### src/rtl/ssd_score_driver_pkg.sv
// Shared constants and helpers for the score keeper / 7-segment scanner.
// Holds the active-low segment codes (abcdefg, bit 6 = a), the active-low
// anode patterns, the score saturation value and the single-cycle BCD
// increment used by the score counter.
package ssd_score_driver_pkg;

  localparam logic [6:0] SEG_0     = 7'b0000001;
  localparam logic [6:0] SEG_1     = 7'b1001111;
  localparam logic [6:0] SEG_2     = 7'b0010010;
  localparam logic [6:0] SEG_3     = 7'b0000110;
  localparam logic [6:0] SEG_4     = 7'b1001100;
  localparam logic [6:0] SEG_5     = 7'b0100100;
  localparam logic [6:0] SEG_6     = 7'b0100000;
  localparam logic [6:0] SEG_7     = 7'b0001111;
  localparam logic [6:0] SEG_8     = 7'b0000000;
  localparam logic [6:0] SEG_9     = 7'b0000100;
  localparam logic [6:0] SEG_BLANK = 7'b1111111;

  localparam logic [3:0] ANODE_D0  = 4'b1110;
  localparam logic [3:0] ANODE_D1  = 4'b1101;
  localparam logic [3:0] ANODE_D2  = 4'b1011;
  localparam logic [3:0] ANODE_D3  = 4'b0111;
  localparam logic [3:0] ANODE_OFF = 4'b1111;

  localparam logic [15:0] SCORE_MAX = 16'h9999;

  // Full four-digit ripple in one evaluation; digits never leave 0..9.
  function automatic logic [15:0] bcdInc(input logic [15:0] value);
    logic [15:0] result;
    logic        carry;
    result = value;
    carry  = 1'b1;
    for (int i = 0; i < 4; i++) begin
      if (carry) begin
        if (value[i*4 +: 4] == 4'd9) begin
          result[i*4 +: 4] = 4'd0;
        end else begin
          result[i*4 +: 4] = value[i*4 +: 4] + 4'd1;
          carry            = 1'b0;
        end
      end
    end
    return result;
  endfunction

endpackage

### src/rtl/ssd_score_driver_bcd_to_ssd.sv
// bcd_to_ssd: combinational BCD digit to active-low 7-segment code.
// Ports:
//   bcd   in  4  BCD digit (A-F treated as illegal and shown blank)
//   blank in  1  force all segments off
//   seg   out 7  active-low segments, [6]=a .. [0]=g
module bcd_to_ssd
  import ssd_score_driver_pkg::*;
(
  input  logic [3:0] bcd,
  input  logic       blank,
  output logic [6:0] seg
);

  always_comb begin
    seg = SEG_BLANK;
    if (!blank) begin
      case (bcd)
        4'd0:    seg = SEG_0;
        4'd1:    seg = SEG_1;
        4'd2:    seg = SEG_2;
        4'd3:    seg = SEG_3;
        4'd4:    seg = SEG_4;
        4'd5:    seg = SEG_5;
        4'd6:    seg = SEG_6;
        4'd7:    seg = SEG_7;
        4'd8:    seg = SEG_8;
        4'd9:    seg = SEG_9;
        default: seg = SEG_BLANK;
      endcase
    end
  end

endmodule

### src/rtl/ssd_score_driver.sv
// ssd_score_driver: 4-digit BCD score counter plus 7-segment scan driver.
// Ports:
//   Clk    in  1   system clock
//   Reset  in  1   asynchronous active-low reset
//   Inc    in  1   pass indication, rising edge counted
//   Clear  in  1   synchronous score clear, wins over Inc
//   Lost   in  1   freezes the score while high
//   score  out 16  packed BCD score
//   ssdOut out 7   active-low segments, [6]=a .. [0]=g
//   anode  out 4   active-low digit enables, [0]=units .. [3]=thousands
module ssd_score_driver
  import ssd_score_driver_pkg::*;
#(
  parameter int SCAN_BITS = 18
) (
  input  logic        Clk,
  input  logic        Reset,
  input  logic        Inc,
  input  logic        Clear,
  input  logic        Lost,
  output logic [15:0] score,
  output logic [6:0]  ssdOut,
  output logic [3:0]  anode
);

  logic                 incQ;
  logic                 incRise;
  logic [SCAN_BITS-1:0] scanCnt;
  logic [1:0]           sel;
  logic [3:0]           digit;
  logic                 blank;
  logic [3:0]           anodeNext;
  logic [6:0]           segNext;

  assign incRise = Inc & ~incQ;
  assign sel     = scanCnt[SCAN_BITS-1:SCAN_BITS-2];

  always_ff @(posedge Clk or negedge Reset) begin
    if (!Reset) begin
      incQ  <= 1'b0;
      score <= 16'h0000;
    end else begin
      incQ <= Inc;
      if (Clear) begin
        score <= 16'h0000;
      end else if (incRise && !Lost && (score != SCORE_MAX)) begin
        score <= bcdInc(score);
      end
    end
  end

  always_ff @(posedge Clk or negedge Reset) begin
    if (!Reset) begin
      scanCnt <= '0;
    end else begin
      scanCnt <= scanCnt + {{(SCAN_BITS-1){1'b0}}, 1'b1};
    end
  end

  // Leading-zero blanking: a digit is blank only if it and every digit
  // above it are zero; the units digit always shows.
  always_comb begin
    digit     = score[3:0];
    blank     = 1'b0;
    anodeNext = ANODE_D0;
    case (sel)
      2'd0: begin
        digit     = score[3:0];
        blank     = 1'b0;
        anodeNext = ANODE_D0;
      end
      2'd1: begin
        digit     = score[7:4];
        blank     = (score[15:4] == 12'h000);
        anodeNext = ANODE_D1;
      end
      2'd2: begin
        digit     = score[11:8];
        blank     = (score[15:8] == 8'h00);
        anodeNext = ANODE_D2;
      end
      default: begin
        digit     = score[15:12];
        blank     = (score[15:12] == 4'h0);
        anodeNext = ANODE_D3;
      end
    endcase
  end

  bcd_to_ssd uSeg (
    .bcd   (digit),
    .blank (blank),
    .seg   (segNext)
  );

  // Anode and segments are registered together so they always agree.
  always_ff @(posedge Clk or negedge Reset) begin
    if (!Reset) begin
      anode  <= ANODE_OFF;
      ssdOut <= SEG_BLANK;
    end else begin
      anode  <= anodeNext;
      ssdOut <= segNext;
    end
  end

endmodule

### config.mk
export PLATFORM = sky130hd
export DESIGN_NAME = ssd_score_driver
export DESIGN_NICKNAME = d
export VERILOG_FILES = /design/src/rtl/ssd_score_driver_pkg.sv /design/src/rtl/ssd_score_driver_bcd_to_ssd.sv /design/src/rtl/ssd_score_driver.sv
export SDC_FILE = /design/constraint.sdc
export NUM_CORES = 1
export LEC_CHECK = 0
export CAP_MARGIN = 20
export CELL_PAD_IN_SITES_DETAIL_PLACEMENT = 1
export CELL_PAD_IN_SITES_GLOBAL_PLACEMENT = 2
export CORE_UTILIZATION = 44
export DETAILED_ROUTE_END_ITERATION = 12
export DONT_BUFFER_PORTS = 1
export PLACE_DENSITY = 0.8
export RECOVER_POWER = 50
export SLEW_MARGIN = 0
export SYNTH_ARGS = -nofsm -noshare
export SYNTH_HDL_FRONTEND = slang
export SYNTH_SLANG_ARGS = --single-unit
### constraint.sdc
create_clock -name Clk -period 5.9 [get_ports Clk]
set_input_delay 0.295 -clock Clk [delete_from_list [all_inputs] [get_ports Clk]]
set_output_delay 0.295 -clock Clk [all_outputs]
set_load 0.03 [all_outputs]
==> impl_metrics.env, run 1 <==
export IMPL_outcome="complete, but fails checks"
export IMPL_violations="capacitance limit, slew limit"
export IMPL_place_ws_ns=3.45
export IMPL_hold_viol_final=0
export IMPL_grt_pass1_vias=1821
export IMPL_final_setup_tns_ns=0
export IMPL_grt_max_degree=47
export IMPL_synthAdderAreaFrac=0.0869
export IMPL_routedWlPerCell_um=18.1
export IMPL_dr_pass1_iters=4
export IMPL_grt_pass1_wl_mm=9.05
export IMPL_drcViolationCount=0
export IMPL_crit_chain="dlygate4sd3_1 > clkbuf_1"
export IMPL_slew_viol_final=47
export IMPL_worstPathRequired_ns=5.82
export IMPL_core_area_mm2=0.00524
export IMPL_synth_seq_area_share=0.476
export IMPL_synthArstFlopShare=1.00
export IMPL_endpoint_kind="asynchronous set/reset pin"
export IMPL_areaGrowthSynthToFinish_pct=6.59
export IMPL_skew_ns=0.00724
export IMPL_fp_dieH_um=76.6
export IMPL_cp_buffers_inverters=2
export IMPL_dp_hpwl_mm=3.97
export IMPL_insertion_delay_ns=0.30
export IMPL_synth_cell_types=44
export IMPL_crit_type="in -> async"
export IMPL_netlist_area_mm2=0.00245
export IMPL_clkTransAtPathRegs_ns=0.10
export IMPL_crit_fanout=46
export IMPL_synthCells=228
export IMPL_synth_xor_area_frac=0.0608
export IMPL_root_buffer="clkbuf_8"
export IMPL_ys_top_cells_by_count="dfrtp_1 (35), ha_1 (17), a21oi_1 (15), nand3_1 (15)"
export IMPL_grt_ovfl_total=0
export IMPL_worst_path_largest_cell_delay_ns=1.74
export IMPL_yosysTopAreaCell="dfrtp_1"
export IMPL_synth_most_common_cell="dfrtp_1"
export IMPL_post_cts_buffers=0
export IMPL_fmax_ghz=0.373
export IMPL_timing_hold_ws_ns=0.0394
export IMPL_start_util=0.468
export IMPL_finalCritPeriodShare=0.454
export IMPL_drt_total_wl_mm=5.42
export IMPL_rsz0062_at_grt="false"
export IMPL_leakagePower_nw=1.07
export IMPL_hp_class="in -> reg"
export IMPL_yosysWarnings=0
export IMPL_synth_simple_area_share=0.181
export IMPL_final_fill_count=577
export IMPL_row_count=26
export IMPL_yosysTopAreaCellShare=0.358
export IMPL_max_slew_margin=-0.616
export IMPL_die_area_mm2=0.00587
export IMPL_port_buffers=0
export IMPL_via_per_inst=5.80
export IMPL_drt_iter0_markers=34
export IMPL_peakVddDrop_mv=0.118
export IMPL_h_tree_depth=2
export IMPL_vias=1739
export IMPL_yosys_top_cells_area="dfrtp_1 (36%), dfstp_2 (12%), ha_1 (8.7%), xnor2_1 (5.0%), mux4_2 (3.7%)"
export IMPL_drv_cap=1
export IMPL_ios=32
export IMPL_avgSynthCellArea_um2=10.7
export IMPL_syn_num_nets=250
export IMPL_synth_enable_flop_cells=0
export IMPL_crit_slowest_cell="clkbuf_1"
export IMPL_die_w_um=76.6
export IMPL_grt_antenna_before_repair=0
export IMPL_gp_congestion=0.883
export IMPL_nNetsFinal=251
export IMPL_setup_slack_ns=3.22
export IMPL_diodes=0
export IMPL_cts_tree="built"
export IMPL_powerDensity_mw_per_mm2=212
export IMPL_drive_above_1_share=0.122
export IMPL_fin_crit_ns=2.68
export IMPL_synth_seq_cells=46
export IMPL_clockBufferDepth=2
export IMPL_worst_pin_slew_ns=2.42
export IMPL_cts_buffers=5
export IMPL_post_route_util=0.498
export IMPL_synth_area_mux_share=0.0496
export IMPL_postRouteAntennaNets=0
export IMPL_arrival_ns=2.60
export IMPL_setup_violations_final=0
export IMPL_clock_sinks=46
export IMPL_synth_compound_area_frac=0.106
export IMPL_ys_flop_type="dfrtp_1"
export IMPL_synth_top_family_by_area="simple AND/OR/NAND/NOR gates"
export IMPL_path_delay_family="buffers and inverters"
export IMPL_grt_use_total=0.198
export IMPL_start_kind="primary input"
## flip-flops by register name, summed over array words and instances (netlist names)
signal   count
anode        4
ssdOut       7
incQ         1
score       16
scanCnt     18
## layout by cell type (no fill, tap or decap), drive strengths merged, types with 2 or more instances in the layout
cell	synthesis	final
nand2	11	11
xnor2	14	14
and3b	4	4
dfrtp	35	35
dfstp	11	11
nand3	15	15
a311oi	2	2
a21oi	15	15
clkbuf	6	6
nor2	11	11
nand2b	4	4
o31ai	2	2
nand4	4	4
mux4	4	4
nor3b	2	2
and4	4	4
or2	2	2
a31oi	2	2
nor3	6	6
nand3b	3	3
o21ai	10	10
inv	14	15
a31o	2	2
dlygate4sd3	0	2
xor2	3	3
or3	4	4
mux2i	2	2
and2	3	3
ha	17	17
and3	2	2
## per-layer routing
layer / share of wire / up-vias / track usage
met2: 0.51 / 29 / 0.336
met4: 0.013 / 0 / 0.0654
li1: - / 811 / -
met5: 0 / - / 0
met1: 0.45 / 891 / 0.253
met3: 0.030 / 8 / 0.0371
## metrics by stage
step	cell area [um^2]	power, W	cells
floorplan	2450	0.000347	228
global placement	2490	0.000349	289
detailed placement	2490	0.000350	289
CTS	2630	0.000564	300
global route	2610	0.000575	300
finish	2610	0.000554	300
## report_power, final
group / switching [W] / internal [W] / leakage [nW]
clock: 0.000118 / 0.0000857 / 0.0447
sequential: 0.0000112 / 0.000320 / 0.586
combinational: 0.0000125 / 0.00000685 / 0.440
total: 0.000141 / 0.000413 / 1.07
## worst paths after layout
check                           slack [ns]          to  startpoint  cells past startpoint
worst max-delay path                  3.22    score[4]       Reset                      2
min in group asynchronous             1.31   score[13]       Reset                      2
worst min-delay path                  0.04   score[13]       Clear                      1
worst min register to register        0.46  scanCnt[5]  scanCnt[5]                      1
max in group Clk                      3.41   score[11]    score[9]                      6
worst max register to register        3.41   score[11]    score[9]                      6
## logic make-up after synthesis
| family | count (synthesis) |
|---|---|
| AOI/OAI and AO/OA | 39 |
| xor gates and xnor gates | 17 |
| adders and majority gates | 17 |
| buffers and inverters | 23 |
| DFF | 46 |
| muxes | 7 |
| and+or+nand+nor | 79 |
## timing repair
item                                   in CTS  in global routing
hold buffers                                3                  0
endpoints found under the hold margin      47                  0
resized for setup                           0                  0
## area by class of cell
class / count / area [um^2] / share of cell area
Multi-Input combinational cell: 159 / 1190 / 0.455
Sequential cell: 46 / 1160 / 0.446
Tap cell: 70 / 87.6 / 0.0336
Clock buffer: 5 / 68.8 / 0.0264
Inverter: 14 / 52.6 / 0.0201
Clock inverter: 3 / 25.0 / 0.00959
Timing Repair Buffer: 3 / 23.8 / 0.00911
(Power assumes the default switching activity.)
==> run 2: changes to the inputs <==
Settings changed: CORE_UTILIZATION 44 to 37, PLACE_DENSITY 0.8 to 0.71.
Clock period 5.9 ns to 2.36 ns, I/O delays scaled along.
==> impl_metrics.env, run 2 (synthesized netlist as in run 1, its figures left out) <==
export IMPL_root_buffer="clkbuf_8"
export IMPL_timing_hold_ws_ns=0.0398
export IMPL_skew_ns=0.00242
export IMPL_clockBufferDepth=2
export IMPL_ff2ff_setup_slack_ns=0.32
export IMPL_fin_crit_ns=2.04
export IMPL_rr_startpoint="score[9]"
export IMPL_cts_buffers=5
export IMPL_slew_viol_final=0
export IMPL_drv_cap=0
export IMPL_setup_violations_final=0
export IMPL_port_buffers=0
export IMPL_clock_sinks=46
export IMPL_drcViolationCount=0
export IMPL_swShare=0.257
export IMPL_peakVddDrop_mv=0.249
export IMPL_final_setup_tns_ns=0
export IMPL_die_w_um=83.4
export IMPL_insertion_delay_ns=0.30
export IMPL_drt_total_wl_mm=5.41
export IMPL_fmax_ghz=0.491
export IMPL_startpoint="score[9]"
export IMPL_rsz0062_at_grt="false"
export IMPL_hp_class="in -> reg"
export IMPL_regMostFlops="scanCnt"
export IMPL_worstPathRequired_ns=2.59
export IMPL_worst_r2r_path_depth=7
export IMPL_power_frac_comb=0.050
export IMPL_post_cts_buffers=0
export IMPL_leakagePower_nw=1.15
export IMPL_via_per_inst=5.46
export IMPL_ios=32
export IMPL_power_switching_w=0.000359
export IMPL_final_fill_count=705
export IMPL_clkTransAtPathRegs_ns=0.09
export IMPL_grt_use_total=0.170
export IMPL_diodes=0
export IMPL_mostFrequentLayoutCells="dfrtp_1 (35), ha_1 (17), a21oi_1 (15), nand3_1 (15)"
export IMPL_postRouteAntennaNets=0
export IMPL_drive_above_1_share=0.163
export IMPL_routedWlPerCell_um=16.7
export IMPL_finalCritPeriodShare=0.863
export IMPL_p_int_w=0.00104
export IMPL_gp_congestion=0.751
export IMPL_grt_max_degree=47
export IMPL_drt_iter0_markers=49
export IMPL_start_kind="register"
export IMPL_crit_fanout=6
export IMPL_max_slew_margin=0.223
export IMPL_final_common_cell="dfrtp_1"
export IMPL_grt_antenna_before_repair=0
export IMPL_nNetsFinal=267
export IMPL_p_seq_frac=0.585
export IMPL_start_util=0.383
export IMPL_crit_type="reg -> reg"
export IMPL_arrival_ns=2.27
export IMPL_areaGrowthSynthToFinish_pct=11.7
export IMPL_vias=1764
export IMPL_largest_reg_flops=18
export IMPL_grt_pass1_vias=1862
export IMPL_reg_top3="scanCnt: 18 flops, score: 16 flops, ssdOut: 7 flops"
export IMPL_power_share_clock=0.365
export IMPL_grt_pass1_wl_mm=9.36
export IMPL_dr_pass1_iters=4
export IMPL_dp_hpwl_mm=3.87
export IMPL_worst_pin_slew_ns=1.17
export IMPL_regToRegEndpoint="ssdOut[6]"
export IMPL_outcome="completed"
export IMPL_endpoint_kind="register"
export IMPL_crit_path_end="ssdOut[6]"
export IMPL_grt_ovfl_total=0
export IMPL_die_area_mm2=0.00695
export IMPL_row_count=29
export IMPL_fp_dieH_um=83.4
export IMPL_powerDensity_mw_per_mm2=511
export IMPL_hold_viol_final=0
export IMPL_core_area_mm2=0.00639
export IMPL_cts_tree="built"
export IMPL_h_tree_depth=2
==> run 2: changes by cell type in the layout (fill, tap and decap cells not counted) <==
| cell | change |
|---|---|
| clkbuf_1 | +2 |
| buf_4 | +11 |
| dlygate4sd3_1 | +2 |
| clkbuf_2 | +1 |
==> run 2: routing by layer <==
| metal | share of wire | track usage |
|---|---|---|
| met5 | 0 | 0 |
| met3 | 0.032 | 0.0378 |
| met4 | 0.010 | 0.0423 |
| met2 | 0.49 | 0.293 |
| met1 | 0.47 | 0.216 |
==> run 2: power by group through the flow <==
stage	combinational, W	sequential [W]	clock, W
after floorplan	0.0000298	0.000839	0
after global placement	0.0000466	0.000832	0
after detailed placement	0.0000470	0.000832	0
after CTS	0.0000779	0.000817	0.000535
after global routing	0.0000786	0.000819	0.000565
final	0.0000704	0.000817	0.000510
==> run 2: final cells by class <==
type,count,area (um^2),area share
clock buffer,5,68.8,0.0252
sequential,46,1160,0.426
multi-input combinational,159,1190,0.434
inverter,14,52.6,0.0192
clock inverter,3,25.0,0.00915
tap,77,96.3,0.0352
timing repair buffer,19,139,0.0508
==> run 2: worst min path at each step <==
stage	start	endpoint	slack, ns	cells past startpoint
after floorplan	Reset	incQ	-0.18	0
after global placement	Reset	score[15]	-0.18	0
after detailed placement	Reset	score[15]	-0.18	0
after CTS	Clear	score[5]	0.03	2
after global routing	Clear	score[5]	0.05	2
final	Clear	score[5]	0.04	2
==> run 2: worst max-delay path: stages (launching register included) <==
cell and delay [ns]:
dfrtp_1 0.38, clkbuf_1 0.31, mux4_2 0.64, inv_1 0.13
ha_1 0.14, nor2b_1 0.16, a21oi_1 0.05, o21ai_0 0.14
==> run 2: metrics by stage <==
stage                     setup slack [ns]  utilization  instance area, um^2  cells  power, W
after global routing                 0.190        0.428                 2730    323   0.00146
after global placement               0.418        0.408                 2610    310  0.000878
final                                0.324        0.428                 2730    323   0.00140
after CTS                            0.344        0.433                 2770    323   0.00143
after floorplan                      0.214            -                 2450    228  0.000869
after detailed placement             0.372        0.408                 2610    310  0.000879
==> run 2: what timing repair did <==
| action | in CTS | in global routing |
|---|---|---|
| hold endpoints to repair | 58 | 0 |
| resized for setup | 0 | 0 |
| setup endpoints to repair | 0 | 0 |
| hold buffers | 5 | 0 |
